## src/rtl/sha3_sequencer.sv

```systemverilog
// sha3_sequencer: control FSM for SHA3-512; orders clear, absorb, pad, permute and digest squeeze.
// Latency: start -> state_clr next cycle -> absorb_go the cycle after; each permutation is NUM_ROUNDS cycles.
// Backpressure: ABS_WAIT stalls until absorb_done; SQUEEZE holds dig_byte_sel while dig_ready is low.
//
// Optional build macro SHA3_SEQ_TIMEOUT_EN adds an absorb watchdog: TIMEOUT_CYCLES in ABS_WAIT
// without absorb_done raises error. Without it ABS_WAIT waits indefinitely.
//
// Ports:
//   clk, reset (synchronous, active-low)
//   start, abort_req                    : hash control (start sampled in IDLE only; abort level-sensitive)
//   data_done, fifo_empty               : message source status, used to detect an exactly-full last block
//   absorb_go/kill/done/count           : byte-absorb block handshake
//   state_clr, pad_strobe, pad_pos      : state register clear and padding strobes
//   perm_en, round_idx                  : one Keccak round per cycle while perm_en is high
//   dig_valid/ready/byte_sel/last       : digest byte stream
//   busy, hash_done, error              : status (error is sticky until the next accepted start)
// All outputs are registered.
module sha3_sequencer #(
    parameter int RATE_BYTES     = 72,
    parameter int NUM_ROUNDS     = 24,
    parameter int DIGEST_BYTES   = 64,
    parameter int TIMEOUT_CYCLES = 1024
) (
    input  logic       clk,
    input  logic       reset,
    input  logic       start,
    input  logic       abort_req,
    input  logic       data_done,
    input  logic       fifo_empty,
    output logic       absorb_go,
    output logic       absorb_kill,
    input  logic       absorb_done,
    input  logic [6:0] absorb_count,
    output logic       state_clr,
    output logic       pad_strobe,
    output logic [6:0] pad_pos,
    output logic       perm_en,
    output logic [4:0] round_idx,
    output logic       dig_valid,
    input  logic       dig_ready,
    output logic [5:0] dig_byte_sel,
    output logic       dig_last,
    output logic       busy,
    output logic       hash_done,
    output logic       error
);

    typedef enum logic [3:0] {
        IDLE,
        CLEAR,
        ABS_GO,
        ABS_WAIT,
        PAD,
        PERM,
        SQUEEZE,
        DONE,
        ABORT,
        ERROR
    } state_t;

    localparam logic [6:0] RATE_L     = 7'(RATE_BYTES);
    localparam logic [4:0] LAST_ROUND = 5'(NUM_ROUNDS - 1);
    localparam logic [5:0] LAST_BYTE  = 6'(DIGEST_BYTES - 1);

    state_t state;
    // need_pad: the last block was exactly RATE_BYTES long, so padding needs a block of its own.
    // final_blk: the padded block is in the state; the next permutation leads to squeeze.
    logic   need_pad;
    logic   final_blk;
    logic   wdog_expired;

`ifdef SHA3_SEQ_TIMEOUT_EN
    localparam logic [10:0] WDOG_LAST = 11'(TIMEOUT_CYCLES - 1);

    logic [10:0] wdog;

    // Counts cycles spent in ABS_WAIT; held at zero elsewhere so every entry starts fresh.
    always_ff @(posedge clk) begin
        if (!reset) begin
            wdog <= '0;
        end else if (state == ABS_WAIT) begin
            wdog <= wdog + 11'd1;
        end else begin
            wdog <= '0;
        end
    end

    assign wdog_expired = (wdog == WDOG_LAST);
`else
    logic unused_timeout;

    assign wdog_expired   = 1'b0;
    // The limit only sizes the watchdog; keep it referenced when the watchdog is absent.
    assign unused_timeout = ^TIMEOUT_CYCLES;
`endif

    always_ff @(posedge clk) begin
        if (!reset) begin
            state        <= IDLE;
            need_pad     <= 1'b0;
            final_blk    <= 1'b0;
            absorb_go    <= 1'b0;
            absorb_kill  <= 1'b0;
            state_clr    <= 1'b0;
            pad_strobe   <= 1'b0;
            pad_pos      <= '0;
            perm_en      <= 1'b0;
            round_idx    <= '0;
            dig_valid    <= 1'b0;
            dig_byte_sel <= '0;
            dig_last     <= 1'b0;
            busy         <= 1'b0;
            hash_done    <= 1'b0;
            error        <= 1'b0;
        end else begin
            // Single-cycle strobes default low; the transitions below raise them for one cycle.
            absorb_go   <= 1'b0;
            absorb_kill <= 1'b0;
            state_clr   <= 1'b0;
            pad_strobe  <= 1'b0;
            hash_done   <= 1'b0;

            if (state != IDLE && abort_req) begin
                // Abort outranks every other transition, including from ABORT itself (stay).
                state        <= ABORT;
                absorb_kill  <= 1'b1;
                perm_en      <= 1'b0;
                round_idx    <= '0;
                dig_valid    <= 1'b0;
                dig_byte_sel <= '0;
                dig_last     <= 1'b0;
                need_pad     <= 1'b0;
                final_blk    <= 1'b0;
            end else begin
                case (state)
                    IDLE: begin
                        if (start) begin
                            state     <= CLEAR;
                            state_clr <= 1'b1;
                            error     <= 1'b0;
                            busy      <= 1'b1;
                            need_pad  <= 1'b0;
                            final_blk <= 1'b0;
                            pad_pos   <= '0;
                        end
                    end
                    CLEAR: begin
                        state     <= ABS_GO;
                        absorb_go <= 1'b1;
                    end
                    ABS_GO: begin
                        state <= ABS_WAIT;
                    end
                    ABS_WAIT: begin
                        // absorb_done takes precedence over a watchdog expiring in the same cycle.
                        if (absorb_done) begin
                            if (absorb_count > RATE_L) begin
                                state       <= ERROR;
                                absorb_kill <= 1'b1;
                                error       <= 1'b1;
                            end else if (absorb_count < RATE_L) begin
                                state      <= PAD;
                                pad_pos    <= absorb_count;
                                pad_strobe <= 1'b1;
                            end else begin
                                // Full block; if the message ends here, padding follows in a block of its own.
                                if (data_done && fifo_empty) begin
                                    need_pad <= 1'b1;
                                    pad_pos  <= '0;
                                end
                                state     <= PERM;
                                perm_en   <= 1'b1;
                                round_idx <= '0;
                            end
                        end else if (wdog_expired) begin
                            state       <= ERROR;
                            absorb_kill <= 1'b1;
                            error       <= 1'b1;
                        end
                    end
                    PAD: begin
                        state     <= PERM;
                        need_pad  <= 1'b0;
                        final_blk <= 1'b1;
                        perm_en   <= 1'b1;
                        round_idx <= '0;
                    end
                    PERM: begin
                        if (round_idx == LAST_ROUND) begin
                            perm_en   <= 1'b0;
                            round_idx <= '0;
                            if (final_blk) begin
                                state        <= SQUEEZE;
                                dig_valid    <= 1'b1;
                                dig_byte_sel <= '0;
                                dig_last     <= (LAST_BYTE == 6'd0);
                            end else if (need_pad) begin
                                state      <= PAD;
                                pad_strobe <= 1'b1;
                            end else begin
                                state     <= ABS_GO;
                                absorb_go <= 1'b1;
                            end
                        end else begin
                            round_idx <= round_idx + 5'd1;
                        end
                    end
                    SQUEEZE: begin
                        // dig_valid is high throughout SQUEEZE, so dig_ready alone completes a handshake.
                        if (dig_ready) begin
                            if (dig_byte_sel == LAST_BYTE) begin
                                state        <= DONE;
                                dig_valid    <= 1'b0;
                                dig_last     <= 1'b0;
                                dig_byte_sel <= '0;
                                hash_done    <= 1'b1;
                            end else begin
                                dig_byte_sel <= dig_byte_sel + 6'd1;
                                dig_last     <= ((dig_byte_sel + 6'd1) == LAST_BYTE);
                            end
                        end
                    end
                    DONE: begin
                        state     <= IDLE;
                        final_blk <= 1'b0;
                        need_pad  <= 1'b0;
                        busy      <= 1'b0;
                    end
                    ABORT: begin
                        // Reached only with abort_req low; the abort branch above holds ABORT otherwise.
                        state <= IDLE;
                        busy  <= 1'b0;
                    end
                    ERROR: begin
                        state <= IDLE;
                        busy  <= 1'b0;
                    end
                    default: begin
                        state <= IDLE;
                        busy  <= 1'b0;
                    end
                endcase
            end
        end
    end

endmodule

```

## config.mk

```make
export PLATFORM = sky130hd
export DESIGN_NAME = sha3_sequencer
export DESIGN_NICKNAME = d
export VERILOG_FILES = /design/src/rtl/sha3_sequencer.sv
export SDC_FILE = /design/constraint.sdc
export NUM_CORES = 1
export LEC_CHECK = 0
export BUFFER_PORTS_ARGS = -buffer_cell sky130_fd_sc_hd__buf_2
export CORE_ASPECT_RATIO = 0.6
export CORE_MARGIN = 8
export CORE_UTILIZATION = 31
export CTS_CLUSTER_DIAMETER = 80
export DETAILED_ROUTE_END_ITERATION = 12
export SETUP_SLACK_MARGIN = 0.1
export SYNTH_ARGS = -nofsm -noshare
export SYNTH_HDL_FRONTEND = slang
export SYNTH_SLANG_ARGS = --single-unit
```

## constraint.sdc

```tcl
create_clock -name clk -period 5.05 [get_ports clk]
set_clock_uncertainty 0.15 [all_clocks]
set_input_delay 0.2525 -clock clk [delete_from_list [all_inputs] [get_ports clk]]
set_output_delay 0.2525 -clock clk [all_outputs]
set_load 0.1 [all_outputs]
```

==> flow_summary.toml <==
[outcome]
run_status = "finished clean"

[setup_path]
cp-endpoint = "dig_byte_sel[2]"
required_ns = 5.08
worst-path-buf-inv = 0
rr_worst_depth = 3
cp_cell_sequence = "o41ai_2 -> nand2_1 -> a311oi_1"
worstReg2RegEnd = "dig_byte_sel[2]"
path_depth = 3
critPathLaunchType = "flip-flop"
path_class = "reg2reg"
reg2reg_from = "state[0]"
cpLargestDelayFamily = "compound AO/OA/AOI/OAI gates"
slowest_delay_ns = 0.53
crit_fanout = 20
worst_path_max_delay_cell = "dfxtp_1"
end_kind = "flip-flop"
critPathArrivalTime_ns = 2.18
crit_path_start = "state[0]"
ff2ff_setup_slack_ns = 2.90

[timing]
timing.fmax_mhz = 466
finalCritPeriodShare_pct = 42.5
maxSlewViolCount = 0
setup_viol = 0
min_period_ns = 2.15
hold_viol_final = 0
rsz0062_at_grt = "false"
tightest_slew_ns = 0.683
tns_ns = 0
slew-limit-headroom_pct = 54.4

[grt]
grt_pass1_vias = 1774
grt_pass1_wl_um = 9000
grt.overflow.total = 0
antenna_found_initial = 0
grtUsageTotal_pct = 12.3
grt_max_degree = 21

[final_layout]
antenna_cells = 0
n_fill_cell = 645
drive_above_1_share_pct = 24.4
final-seq-area_um2 = 681
fin_nets = 275
multi_input_area_um2 = 1130
layout_commonest_cell = "buf_2"
syn_to_final_growth_pct = 19.0
mostFrequentLayoutCells = "42 x buf_2, 34 x dfxtp_1, 29 x nand2_1"

[drt]
dr.pass1.iters = 4
avgRoutedWirePerCell_um = 15.2
wl_um = 5190
vias = 1800
drt_iter0_markers = 124
viasPerCell = 5.26
final_antenna_net_count = 0
drc = 0

[floorplanning]
die_w_um = 117
die_h_um = 76.4
rows = 22
initial_utilization_pct = 31.4
pin_count = 43
die_area_um2 = 8910
coreArea_um2 = 6000

[synthesis]
synth-seq-area-share_pct = 36.1
synth_warnings = 0
synth_nets = 234
synth_area_um2 = 1880
yosysUniqueCellTypes = 58
synth-edff-count = 0
avgSynthCellArea_um2 = 8.72
yosys.area.top_type = "dfxtp_1"
ys_seq_elements = 34
synth_ff_type = "dfxtp_1"
synthDominantCellAreaShare_pct = 36.1
ys_async_sr_fraction_pct = 0
synthTopCellsByArea = "dfxtp_1 36%, nand2_1 5.8%, a21oi_1 4.5%, mux2i_1 3.7%, nand3_1 3.5%"
synth_cells = 216

[clock_tree]
clock_path_buffers = 2
clk_latency_ns = 0.28
cts.sinks = 34
cts_hold_buf = 0
cts_made_buffers = 5
tritoncts = "built"
cts.clk_slew.worst_paths_ns = 0.07
root_buffer = "clkbuf_8"
cts_htree_levels = 2
cts_setup_buffers = 0
post_cts_resized = 0

[placed_design]
gp_congestion = 0.844
io_buffers = 42
hpwlAfterDp_um = 3840

[power_and_ir_drop]
p_per_area_nw_per_um2 = 366
power_leakage_nw = 0.897
ir_worst_vdd_mv = 0.133
total_power_uw = 821

[hold_path]
hold_path.startpoint = "absorb_count[2]"
hold_path_class = "in2reg"

[job]
cap_violations = 0
-- state kept, by name (all words and copies together), names as in the netlist, 4 cells and up --
| name | cells |
|---|---|
| round_idx | 5 |
| dig_byte_sel | 6 |
| state | 4 |
| pad_pos | 7 |
-- Yosys cell counts (2+ instances only) --
| library cell | number |
|---|---|
| nand4_1 | 3 |
| mux2i_1 | 7 |
| buf_2 | 3 |
| a31oi_1 | 4 |
| o211ai_1 | 2 |
| o2111ai_1 | 2 |
| a211oi_1 | 2 |
| nand2b_1 | 3 |
| a41o_1 | 2 |
| clkbuf_1 | 2 |
| buf_4 | 2 |
| nor3_1 | 7 |
| nand2_1 | 29 |
| and3_1 | 3 |
| and3b_1 | 2 |
| a21oi_1 | 17 |
| o21ai_1 | 4 |
| and2_1 | 4 |
| or3_1 | 5 |
| o31ai_2 | 2 |
| and4bb_2 | 2 |
| inv_1 | 5 |
| nor4b_1 | 3 |
| o21ai_0 | 5 |
| o2bb2ai_1 | 3 |
| nor2_1 | 14 |
| nand3_1 | 13 |
| ha_1 | 3 |
| dfxtp_1 | 34 |
-- layer usage --
layer | track usage (%) | share of wire, % | vias to the layer above | wire (um)
li1 | - | - | 894 | -
met1 | 18.0 | 53 | 852 | 2730
met2 | 16.8 | 40 | 54 | 2070
met3 | 4.43 | 7.5 | 0 | 390
met4 | 1.91 | 0 | 0 | 0
met5 | 0 | 0 | - | 0
-- area by class of cell --
| cell class | instances | area share, % |
|---|---|---|
| inverters | 5 | 0.838 |
| flip-flops and latches | 34 | 30.4 |
| well taps | 84 | 4.69 |
| repair buffers | 42 | 9.38 |
| multi-input cells | 169 | 50.6 |
| clock buffers | 7 | 3.85 |
| clock inverters | 1 | 0.223 |
-- worst min path at each step --
stage / to / cells after the start / slack, ns
after CTS: pad_pos[2] / 3 / 0.09
after global placement: pad_pos[4] / 2 / 0.29
after floorplan: pad_pos[0] / 2 / 0.24
after detailed placement: pad_pos[6] / 2 / 0.30
after global routing: pad_pos[2] / 3 / 0.1
final: pad_pos[2] / 3 / 0.09
-- worst reg2reg max path, stage by stage, from the launching register on --
cell and delay (ns):
dfxtp_1 0.53, o41ai_2 0.49, nand2_1 0.48, a311oi_1 0.39
-- per-stage QoR --
stage / instance area (um^2) / util [%] / hold WS [ns] / setup slack [ns] / cells
floorplan: 1880 / - / 0.245 / 2.63 / 216
global placement: 2150 / 35.8 / 0.292 / 3.03 / 334
detailed placement: 2150 / 35.8 / 0.301 / 2.93 / 334
CTS: 2240 / 37.3 / 0.0865 / 2.90 / 342
global route: 2240 / 37.3 / 0.0996 / 2.71 / 342
finish: 2240 / 37.3 / 0.0939 / 2.90 / 342
-- cells by family (layout without fill, tap and decap cells) --
| kind of cell | after synthesis | count (layout) | synth area share (%) |
|---|---|---|---|
| buffers and inverters | 13 | 55 | 3.59 |
| xor gates and xnor gates | 2 | 2 | 0.930 |
| and+or+nand+nor | 101 | 101 | 31.8 |
| AOI/OAI and AO/OA | 56 | 56 | 21.9 |
| DFF | 34 | 34 | 36.1 |
| adders and majority gates | 3 | 3 | 1.99 |
| muxes | 7 | 7 | 3.72 |
-- report_power, final --
group	switching, mW	internal, mW	total, mW
registers	0.0539	0.291	0.345
clock network	0.104	0.110	0.214
logic	0.175	0.0864	0.261
Note: power is estimated with default switching activity, not from simulation.
